`src/rtl/multiword_adder_pkg.sv`:
```
// Shared constants and FSM encoding for the nibble-serial multiword adder.
package multiword_adder_pkg;

    localparam int NIBBLE_W = 4;

    typedef enum logic [1:0] {
        IDLE = 2'd0,
        ADD  = 2'd1,
        DONE = 2'd2
    } state_t;

endpackage

```
`src/rtl/ripple_carry_adder.sv`:
```
// 4-bit ripple-carry adder cell, reused once per cycle by the serial adder.
module ripple_carry_adder
    import multiword_adder_pkg::*;
(
    input  logic [NIBBLE_W-1:0] a,
    input  logic [NIBBLE_W-1:0] b,
    input  logic                cin,
    output logic [NIBBLE_W-1:0] sum,
    output logic                cout
);

    logic [NIBBLE_W:0] c;

    assign c[0] = cin;

    for (genvar i = 0; i < NIBBLE_W; i++) begin : g_fa
        assign sum[i]   = a[i] ^ b[i] ^ c[i];
        assign c[i+1]   = (a[i] & b[i]) | (c[i] & (a[i] ^ b[i]));
    end

    assign cout = c[NIBBLE_W];

endmodule

```
`src/rtl/multiword_adder_seq.sv`:
```
// Nibble-serial adder: one 4-bit ripple stage per cycle, LSB nibble first.
module multiword_adder_seq
    import multiword_adder_pkg::*;
#(
    parameter  int WORDS = 4,
    localparam int OPW   = NIBBLE_W * WORDS
) (
    input  logic           clk,
    input  logic           rst_n,
    input  logic           start,
    input  logic [OPW-1:0] a_in,
    input  logic [OPW-1:0] b_in,
    input  logic           cin_in,
    output logic           busy,
    output logic           done,
    output logic [OPW-1:0] sum_out,
    output logic           cout_out,
    output logic           ovf_out
);

    localparam int            IW   = (WORDS > 1) ? $clog2(WORDS) : 1;
    localparam logic [IW-1:0] LAST = IW'(WORDS - 1);

    state_t state, state_nx;

    logic [OPW-1:0]      a_q, b_q, sum_q;
    logic [IW-1:0]       idx;
    logic                carry, cout_q, ovf_q;
    logic [NIBBLE_W-1:0] a_nib, b_nib, s_nib;
    logic                c_nib;
    logic                accept;

    assign accept = start && (state != ADD);

    always_ff @(posedge clk) begin
        if (!rst_n) state <= IDLE;
        else        state <= state_nx;
    end

    always_comb begin
        state_nx = state;
        unique case (state)
            IDLE:    if (start) state_nx = ADD;
            ADD:     if (idx == LAST) state_nx = DONE;
            DONE:    state_nx = start ? ADD : IDLE;
            default: state_nx = IDLE;
        endcase
    end

    always_comb begin
        busy = (state == ADD);
        done = (state == DONE);
    end

    always_comb begin
        a_nib = a_q[int'(idx) * NIBBLE_W +: NIBBLE_W];
        b_nib = b_q[int'(idx) * NIBBLE_W +: NIBBLE_W];
    end

    ripple_carry_adder u_rca (
        .a    (a_nib),
        .b    (b_nib),
        .cin  (carry),
        .sum  (s_nib),
        .cout (c_nib)
    );

    always_ff @(posedge clk) begin
        if (!rst_n) begin
            a_q    <= '0;
            b_q    <= '0;
            sum_q  <= '0;
            idx    <= '0;
            carry  <= 1'b0;
            cout_q <= 1'b0;
            ovf_q  <= 1'b0;
        end else if (accept) begin
            a_q   <= a_in;
            b_q   <= b_in;
            carry <= cin_in;
            idx   <= '0;
        end else if (state == ADD) begin
            sum_q[int'(idx) * NIBBLE_W +: NIBBLE_W] <= s_nib;
            carry <= c_nib;
            if (idx == LAST) begin
                // flags come from the MSB nibble only
                cout_q <= c_nib;
                ovf_q  <= (a_nib[NIBBLE_W-1] == b_nib[NIBBLE_W-1]) &&
                          (s_nib[NIBBLE_W-1] != a_nib[NIBBLE_W-1]);
            end else begin
                idx <= idx + 1'b1;
            end
        end
    end

    assign sum_out  = sum_q;
    assign cout_out = cout_q;
    assign ovf_out  = ovf_q;

endmodule
```
`config.mk`:
```
export PLATFORM = sky130hd
export DESIGN_NAME = multiword_adder_seq
export DESIGN_NICKNAME = d
export VERILOG_FILES = /design/src/rtl/multiword_adder_pkg.sv /design/src/rtl/ripple_carry_adder.sv /design/src/rtl/multiword_adder_seq.sv
export SDC_FILE = /design/constraint.sdc
export NUM_CORES = 1
export LEC_CHECK = 0
export CORE_UTILIZATION = 35
export DETAILED_ROUTE_END_ITERATION = 8
export PLACE_DENSITY = 0.56
export SLEW_MARGIN = 5
export SYNTH_ARGS = -nofsm -noshare
export SYNTH_HDL_FRONTEND = slang
export SYNTH_HIERARCHICAL = 1
export SYNTH_SLANG_ARGS = --single-unit
```
`constraint.sdc`:
```
create_clock -name clk -period 4 [get_ports clk]
set_input_delay 0.4 -clock clk [delete_from_list [all_inputs] [get_ports clk]]
set_output_delay 0.4 -clock clk [all_outputs]
set_load 0.05 [all_outputs]
```
==> metrics.md <==
| Metric | Value |
|---|---|
| Register bit total from synthesis | `55` |
| Via Count | `1920` |
| Area leader, netlist | `dfxtp_1` |
| WL final | `5.25 mm` |
| Post-synth ARST share | `0%` |
| Fin. Hold Viols | `0` |
| Number of global-route vias before repair | `1864` |
| M1 WL | `2.52 mm` |
| Worst hold stages | `2` |
| R2r setup slk | `0.47 ns` |
| Data arrival, critical path | `3.73 ns` |
| Post-synthesis cell type count | `31` |
| CTS Buf Count | `5` |
| CP max FO | `10` |
| Post-route ant nets | `0` |
| Antenna Diode Count | `0` |
| Die Wd | `86.6 µm` |
| Net Sw Frac | `26.3%` |
| Synth top cells by count | `71 x nand2_1, 55 x dfxtp_1, 33 x a21boi_0` |
| Post-CTS Setup Bufs | `0` |
| Pint | `0.798 mW` |
| Simple-gate share of the synthesized area | `20.4%` |
| Final period util | `88.2%` |
| Slack of the critical path | `0.471 ns` |
| I/O Buffers | `55` |
| Met3 Wirelength | `216 µm` |
| Routed vias/inst | `4.69` |
| Drt wl/cell | `12.8 µm` |
| Req. time, crit path | `4.20 ns` |
| Critical path class | `register to register` |
| Comb pwr share | `16.3%` |
| Post-CTS Resized | `0` |
| Share of cells above drive strength 1 | `6.39%` |
| Compound-Gate Fraction of Synth Area | `16.7%` |
| RSZ-0062 raised after global routing | `false` |
| Routed met2 length | `2.47 mm` |
| Syn_nets | `310` |
| Residual DRC | `0` |
| Peak supply drop | `144 µV` |
| CTS H-tree depth | `2` |
| Clock buffer depth | `2` |
| Clock Sinks | `55` |
| Synth Area in XOR/XNOR | `0%` |
| Reg2Reg Depth | `12` |
| Drt pass-1 iters | `4` |
| Tightest Pin Transition | `1.02 ns` |
| Num rows | `30` |
| Synth top area cells | `dfxtp_1 44%, nand2_1 11%, a21boi_0 9.9%` |
| Top cell type's share of synthesized area | `44.0%` |
| Pwr dens | `338 nW/µm²` |
| Largest family of logic cells by synthesized area | `simple AND/OR/NAND/NOR gates` |
| Total track usage | `15.4%` |
| Synth warn | `6` |
| Die Area | `7500 µm²` |
| Post-synthesis cell count | `265` |
| Reg2reg start | `idx[0]` |
| Core Area | `6870 µm²` |
| Min-delay src | `b_q[15]` |
| Pins Over Slew Limit | `0` |
| Initial antenna violation count | `0` |
| Place WS | `0.455 ns` |
| Lkg Pwr | `1.17 nW` |
| Mapped Avg Cell Area | `9.45 µm²` |
| CTS clk-pin slew, worst paths | `0.10 ns` |
| Max-slew headroom | `31.7%` |
| Fraction of the mapped netlist area in adder cells | `5.69%` |
| Mapped Area | `2500 µm²` |
| Worst Hold Class | `register to register` |
| Starting Density | `36.5%` |
| Post-layout min period | `3.53 ns` |
| Final net count | `357` |
| First-pass GRT wire length | `8.92 mm` |
| Clock power frac | `29.4%` |
| Max-cap viol count | `0` |
| Sequential share of the synthesized area | `44.0%` |
| I/O Pins | `56` |
| Achievable Freq | `0.283 GHz` |
| Area Growth Syn to Fin | `27.8%` |
| Hpwl dp | `3.83 mm` |
| Flop pwr share | `54.3%` |
| Hold EP | `b_q[15]` |
| DR top layer | `met4` |
| Worst-Skew Late Latency | `0.30 ns` |
| Setup tns final | `0 ns` |
| Count leader, synth | `nand2_1` |
| Outcome | `finished, final reports clean` |
| Clock skew | `0.00783 ns` |
| DR iter-0 viols | `77` |
| Reg2reg end | `ovf_out` |
| Largest net degree at the start of global routing | `56` |
| Die height | `86.6 µm` |
| Clock tree root driver cell | `clkbuf_8` |
| Placer congestion estimate | `0.778` |
| CP Capture Type | `register` |
| Grt ovf | `0` |
| # setup viols final | `0` |
| # hold bufs at CTS | `0` |
| Top FF cell, synth | `dfxtp_1` |
| CTS tree | `built` |
| Number of flops mapped to enable cells by yosys | `0` |
| Setup crit start kind | `register` |
| Net Switching | `0.285 mW` |
| Post-synthesis mux area share | `7.99%` |
[power by group through the flow]
stage / Clock (mW) / Combinational, mW / Sequential (mW)
2_1_floorplan: 0 / 0.110 / 0.601
3_3_place_gp: 0 / 0.176 / 0.601
3_5_place_dp: 0 / 0.178 / 0.602
4_1_cts: 0.332 / 0.178 / 0.589
5_1_grt: 0.347 / 0.196 / 0.592
6_report: 0.319 / 0.176 / 0.588
[layout by cell type (no fill, tap or decap)]
cell / netlist / layout
ha_1: 5 / 5
inv_1: 14 / 14
nand3_1: 1 / 1
and3_1: 2 / 2
nor4_1: 1 / 1
nand3b_1: 1 / 1
o21a_1: 1 / 1
nand2_1: 71 / 71
buf_4: 0 / 2
nor4b_2: 1 / 1
clkbuf_1: 9 / 1
a21boi_0: 33 / 33
nor2b_1: 20 / 20
o311a_1: 1 / 1
mux2i_1: 2 / 2
nor2_1: 2 / 2
a22oi_1: 9 / 9
buf_2: 6 / 1
clkdlybuf4s50_1: 0 / 54
a32oi_1: 8 / 8
mux4_2: 8 / 8
dfxtp_1: 55 / 55
nor4b_4: 1 / 1
or3b_1: 1 / 1
and4b_1: 1 / 1
clkbuf_8: 0 / 6
and2_1: 1 / 1
clkinv_4: 0 / 1
o21ai_0: 1 / 1
fa_1: 4 / 4
nor3_1: 1 / 1
o211a_1: 1 / 1
nand2b_1: 2 / 2
[worst max-delay path by stage]
stage	from	to	slack, ns
after floorplan	idx[0]	ovf_out	0.59
after global placement	idx[0]	ovf_out	0.53
after detailed placement	idx[0]	ovf_out	0.45
after CTS	idx[0]	ovf_out	0.43
after global routing	idx[0]	ovf_out	0.19
final	idx[0]	ovf_out	0.47
[layout make-up]
cell class / instances / area [µm²]
inverters: 14 / 52.6
well taps: 96 / 120
fillers: 716 / 3670
repair buffers: 57 / 561
flip-flops and latches: 55 / 1100
clock inverters: 1 / 8.76
clock buffers: 7 / 86.3
multi-input cells: 179 / 1270
[routing by layer]
layer,up-vias,global-route usage [%]
met4,0,4.09
li1,986,-
met1,882,19.8
met3,4,3.52
met5,-,0
met2,48,25.9
[state kept, by name, summed over array words and instances (netlist names)]
signal    cells
ovf_out       1
b_q          16
idx           2
sum_out      16
state         2
carry         1
a_q          16
cout_out      1
[cells by family after synthesis]
kind of cell	after synthesis
mux	10
buf+inv	31
simple gates	106
fa+ha+maj	9
compound gates	54
flops	55
[through the flow]
stage | power, mW | util, % | area, µm² | hold slack (ns) | cells
after floorplan | 0.711 | - | 2500 | 0.440 | 265
after global placement | 0.777 | 45.2 | 3110 | 0.452 | 401
after detailed placement | 0.780 | 45.2 | 3110 | 0.460 | 401
after CTS | 1.10 | 46.6 | 3200 | 0.474 | 409
after global routing | 1.14 | 46.6 | 3200 | 0.496 | 409
final | 1.08 | 46.6 | 3200 | 0.468 | 409
[worst max-delay path, stage by stage, from the launching register on]
cell	delay, ns
dfxtp_1	0.65
mux4_2	0.59
fa_1	0.42
inv_1	0.07
fa_1	0.16
inv_1	0.05
fa_1	0.36
inv_1	0.08
fa_1	0.41
inv_1	0.16
inv_1	0.07
and3_1	0.14
o311a_1	0.28
No activity file was read; power rests on OpenSTA's default activity.
